## src/rtl/regfile_wb_queue.sv

```systemverilog
// Write-back queue in front of the 32x32 register file: buffers results and drains one per cycle.
// Optional read bypass of still-queued results is enabled by defining WB_BYPASS_EN.
module regfile_wb_queue #(
   parameter int DEPTH = 4,
   parameter int AW    = 5,
   parameter int DW    = 32
) (
   input  logic                     CLK,
   input  logic                     RESET,
   input  logic                     in_valid,
   output logic                     in_ready,
   input  logic [AW-1:0]            in_reg,
   input  logic [DW-1:0]            in_data,
   input  logic                     rf_hold,
   output logic                     RegWrite,
   output logic [AW-1:0]            writeReg,
   output logic [DW-1:0]            writeData,
   output logic [$clog2(DEPTH):0]   count,
   input  logic [AW-1:0]            rd_addr1,
   input  logic [AW-1:0]            rd_addr2,
   input  logic [DW-1:0]            rf_data1,
   input  logic [DW-1:0]            rf_data2,
   output logic [DW-1:0]            rd_data1,
   output logic [DW-1:0]            rd_data2
);

   localparam int PW = $clog2(DEPTH);

   logic [AW-1:0] reg_mem  [DEPTH];
   logic [DW-1:0] data_mem [DEPTH];
   logic [PW-1:0] rd_ptr;
   logic [PW-1:0] wr_ptr;
   logic          push;
   logic          store;
   logic          pop;

   // Handshake: a request transfers at a posedge where in_valid and in_ready are both high;
   // in_ready depends only on occupancy, never on this cycle's pop or on in_valid.
   assign in_ready = (count != (PW+1)'(DEPTH));
   assign push     = in_valid & in_ready;
   assign store    = push & (in_reg != '0);
   assign pop      = RegWrite;

   always_comb begin
      RegWrite  = (count != '0) & ~rf_hold;
      writeReg  = '0;
      writeData = '0;
      if (count != '0) begin
         writeReg  = reg_mem[rd_ptr];
         writeData = data_mem[rd_ptr];
      end
   end

   always_ff @(posedge CLK) begin
      if (RESET) begin
         rd_ptr <= '0;
         wr_ptr <= '0;
         count  <= '0;
      end else begin
         // Writes to $0 complete the handshake but are never queued.
         if (store) begin
            reg_mem[wr_ptr]  <= in_reg;
            data_mem[wr_ptr] <= in_data;
            wr_ptr           <= wr_ptr + 1'b1;
         end
         if (pop) begin
            rd_ptr <= rd_ptr + 1'b1;
         end
         case ({store, pop})
            2'b10:   count <= count + 1'b1;
            2'b01:   count <= count - 1'b1;
            default: count <= count;
         endcase
      end
   end

`ifdef WB_BYPASS_EN
   // Walk oldest to youngest so the youngest matching entry wins.
   always_comb begin
      logic [PW-1:0] idx;
      idx      = '0;
      rd_data1 = rf_data1;
      rd_data2 = rf_data2;
      for (int i = 0; i < DEPTH; i++) begin
         idx = rd_ptr + PW'(i);
         if ((PW+1)'(i) < count) begin
            if ((rd_addr1 != '0) && (reg_mem[idx] == rd_addr1)) rd_data1 = data_mem[idx];
            if ((rd_addr2 != '0) && (reg_mem[idx] == rd_addr2)) rd_data2 = data_mem[idx];
         end
      end
   end
`else
   logic unused_rd_addr;
   assign unused_rd_addr = ^{rd_addr1, rd_addr2};
   assign rd_data1       = rf_data1;
   assign rd_data2       = rf_data2;
`endif

endmodule

```

## config.mk

```make
export PLATFORM = sky130hd
export DESIGN_NAME = regfile_wb_queue
export DESIGN_NICKNAME = d
export VERILOG_FILES = /design/src/rtl/regfile_wb_queue.sv
export SDC_FILE = /design/constraint.sdc
export NUM_CORES = 1
export LEC_CHECK = 0
export CAP_MARGIN = 20
export CORE_ASPECT_RATIO = 0.6
export CORE_MARGIN = 2
export CORE_UTILIZATION = 41
export DETAILED_ROUTE_END_ITERATION = 7
export HOLD_SLACK_MARGIN = 0.05
export PLACE_DENSITY_LB_ADDON = 0.15
export SYNTH_ARGS = -nofsm -noshare
export SYNTH_HDL_FRONTEND = slang
export SYNTH_SLANG_ARGS = --single-unit
```

## constraint.sdc

```tcl
create_clock -name CLK -period 4.58 [get_ports CLK]
set_input_delay 0.916 -clock CLK [delete_from_list [all_inputs] [get_ports CLK]]
set_output_delay 0.916 -clock CLK [all_outputs]
set_load 0.02 [all_outputs]
```

# Word-level counts from Yosys, hierarchy flattened
# Memories as Yosys holds them, arrays and structs flattened. A register that Yosys moved wholly into a read port is not among the register bits.
# Index checks and enable logic that the tools add are counted.
# W data, S select, Z words.
# totals
register_bits	7
ram_bits	148
input_bits	115
memories	2
# op_classes
n_addsub	4
n_eq_ne	3
muxes	10
bitwise	4
reduce_logical	3
# memory_table
memory	words	width	read_ports	rd_ports_with_merged_regs	wr	line	source
data_mem	4	32	1	1	1	30	logic [DW-1:0] data_mem [DEPTH];
reg_mem	4	5	1	1	1	29	logic [AW-1:0] reg_mem [DEPTH];
# op_table
cell	count
$mux W32	1
$mux W2	4
$pmux W3 S2	1
$mux W5	1
$reduce_bool A5 Y1	1
$add A2 B1 Y2 const B	2
$add A3 B1 Y3 const B	1
$and A1 B1 Y1	3
$mux W1	3
$ne A3 B3 Y1 const B	1
$reduce_bool A3 Y1	1
$sub A3 B1 Y3 const B	1
$eq A2 B1 Y1 const B	1
$eq A2 B2 Y1 const B	1
$reduce_bool A2 Y1	1
$not A1 Y1	1

# Logic depth before layout (Yosys ltp)
# logic_depth
ltp_word	6
depth_mapped	9
depth_no_buf	9

# Least setup slack after synthesis
# Ideal clock, no wire load.
# synth_timing
path_kind	input port to flip-flop
start	input port in_reg[3]
end	memory data_mem[1][0], enable pin
setup_ps	485
arrival_time_ps	4060
t_required_ps	4095
path_slack_ps	35
path_stages	4
path_buffers	0
path_cell_list	or4_1 o211a_1 inv_1 nor3b_1
# synth_between
elab_chain_cells	5
# synth_lines
item	line	source
start, declared	12	input logic [AW-1:0] in_reg,
$reduce_bool A5 Y1	41	assign store = push & (in_reg != '0);
$and A1 B1 Y1	41	
$mux W1	61	if (store) begin
$mux W1	55	if (RESET) begin
$mux W1 (implied by the code)	63	data_mem[wr_ptr] <= in_data;
end, declared	30	
# Every way passes these cells.

==> impl_metrics.json <==
{
  "tns_ns": 0,
  "cts-resized-gates": 0,
  "core_um2": 15460,
  "start_kind": "register",
  "hold_viol": 0,
  "crit_path_end_kind": "primary output",
  "vias_per_cell": 5.030,
  "grt_usage_pct": 14.81,
  "cts_setup_buffers": 0,
  "clock_sinks": 157,
  "yosys-top-cells-count": "edfxtp_1, buf_4, mux4_2, nor2b_1, dfxtp_1",
  "cts.path.max_buffers": 2,
  "fmax_mhz": 266.7,
  "ys_types": 24,
  "cts_inserted_buffers": 17,
  "critPathKind": "register to primary output",
  "wire_per_inst_um": 19.65,
  "power.density_nw_per_um2": 589.8,
  "yosysSeqAreaShare_pct": 70.64,
  "finalSetupViolCount": 0,
  "seq_area_um2": 4627,
  "timing.final.crit_share_pct": 81.88,
  "cp_cell_sequence": "buf_4, mux4_2, nor2b_1, clkdlybuf4s50_1",
  "outcome": "finished, final reports clean",
  "synth_seq_cells": 157,
  "ys_top_cells_by_area": "edfxtp_1, mux4_2, buf_4",
  "maxCapViolations": 0,
  "antenna_found_initial": 0,
  "cts_root_buffer": "clkbuf_16",
  "min_period_ns": 3.750,
  "synth-edff-count": 148,
  "ant_nets": 0,
  "tritoncts": "yes",
  "firstDrtPassIters": 4,
  "hp-class": "register to register",
  "fillCellCount": 1289,
  "cts_max_level": 4,
  "cts_hold_buf": 0,
  "num_rows": 35,
  "fp.dieW_um": 167.1,
  "netlist_area_um2": 6546,
  "synth_top_area_share_pct": 67.89,
  "insertion_delay_ns": 0.41,
  "yosys_most_used_dff": "edfxtp_1",
  "dpl.hpwl_um": 6966,
  "avgSynthCellArea_um2": 18.60,
  "synth_warnings": 0,
  "grt_max_degree": 38,
  "yosysTopAreaCell": "edfxtp_1",
  "layout-drive-gt1-share_pct": 21.36,
  "p_total_mw": 4.589,
  "synth_nets": 473,
  "grt-ovfl-total": 0,
  "via_count": 3023,
  "final.setup_skew_ns": 0.01169,
  "cp_slowest_cell": "dfxtp_2",
  "relSlewSlack_pct": 51.40,
  "syn_to_final_growth_pct": 18.85,
  "yosysMostFrequentCell": "edfxtp_1",
  "nets": 506,
  "clk_pin_slew_ns": 0.06,
  "path_delay_family": "buffers and inverters",
  "utilization_pct": 50.33,
  "grt_pass1_wl_um": 18490,
  "wirelength_um": 11810,
  "drt_iter0_markers": 131,
  "p_leak_nw": 2.466,
  "rsz0062_at_grt": "false",
  "io_buffers": 82,
  "num_io_pins": 221,
  "syn_inst": 352,
  "path_max_fanout": 17,
  "cpPeakStageDelay_ns": 0.73,
  "drc": 0,
  "worst_ep_arrival_time_ns": 2.83,
  "grt_pass1_vias": 3170,
  "initial_core_util_pct": 42.35,
  "n_antenna_cell": 0,
  "crit_buf_inv": 2,
  "die_area_um2": 17030,
  "ir_drop_v": 0.0002540,
  "multiInputGateArea_um2": 1374,
  "slew_viol_final": 0,
  "async_flop_share_pct": 0,
  "crit_required_ns": 3.66,
  "place_congestion": 0.6664,
  "die_y_um": 101.9,
  "worstMarginPinSlew_ns": 0.7289
}
[registers in the layout (all words and copies together), names as in the netlist, named ones only]
name / cells
data_mem: 128
reg_mem: 20
count: 3
rd_ptr: 2
wr_ptr: 2
[final timing paths]
check	start	endpoint	slack (ns)	cells after the start
setup reg to reg	count[2]	count[2]	1.93	9
hold / removal	rd_ptr[1]	register	0.47	2
setup / recovery	register	writeData[0]	0.83	4
hold reg to reg	rd_ptr[1]	register	0.47	2
[cells by family after synthesis]
logic type / after synthesis / synth area share [%]
buffers and inverters: 84 / 8.754
muxes: 39 / 13.11
adders and majority gates: 6 / 1.261
DFF: 157 / 70.64
AOI/OAI and AO/OA: 9 / 0.8027
and+or+nand+nor: 55 / 5.160
xor gates and xnor gates: 2 / 0.2676
[power by group]
part	switching, mW	internal (mW)	total [mW]
registers	0.0776	1.66	1.74
clock network	0.576	0.871	1.45
logic	0.715	0.684	1.40
total	1.37	3.22	4.59
[through the flow]
| stage | hold WS (ns) | instance area (um2) | instances | setup WS [ns] |
|---|---|---|---|---|
| 2_1_floorplan | 0.4529 | 6546 | 352 | 0.03481 |
| 3_3_place_gp | 0.4567 | 7169 | 569 | 0.8431 |
| 3_5_place_dp | 0.4675 | 7169 | 569 | 0.7739 |
| 4_1_cts | 0.4767 | 7780 | 601 | 0.7393 |
| 5_1_grt | 0.4985 | 7780 | 601 | 0.6245 |
| 6_report | 0.4714 | 7780 | 601 | 0.8300 |
[worst min-delay path, delay by kind of cell (launching register included)]
kind / cells / cell delay [ns]
DFF: 1 / 0.31
AOI/OAI and AO/OA: 2 / 0.12
[routing by layer]
metal	track usage [%]	part of all wire [%]	routed length, um	vias up
li1	-	-	-	1345
met1	20.34	47	5541	1567
met4	5.457	1.2	146	0
met5	0	0	0	-
met3	6.042	6.5	771	24
met2	21.53	45	5353	87
[layout by cell type, fill, tap and decap left out, types with 2 or more instances in the layout]
cell / netlist / final
a21oi_1: 5 / 5
buf_4: 68 / 9
bufinv_16: 0 / 3
clkbuf_16: 0 / 17
clkdlybuf4s50_1: 0 / 82
clkinv_4: 0 / 2
dfxtp_1: 9 / 7
dfxtp_2: 0 / 2
edfxtp_1: 148 / 148
ha_1: 5 / 5
inv_1: 7 / 7
inv_6: 0 / 4
inv_8: 0 / 2
mux4_2: 37 / 37
nand2b_1: 2 / 2
nor2_1: 6 / 6
nor2b_1: 37 / 37
nor3b_2: 0 / 4
o21ai_0: 2 / 2
or3_1: 2 / 2
or4_1: 2 / 2
xor2_1: 2 / 2
[cell type report]
type                            instances  share of cell area, %
Sequential cell                       157                  59.47
Clock buffer                           18                  5.516
Multi-Input combinational cell        111                  17.66
Inverter                                7                 0.3377
Tap cell                              203                  3.265
Clock inverter                         14                  2.332
Timing Repair Buffer                   91                  11.42
Note: power is estimated with default switching activity, not from simulation.
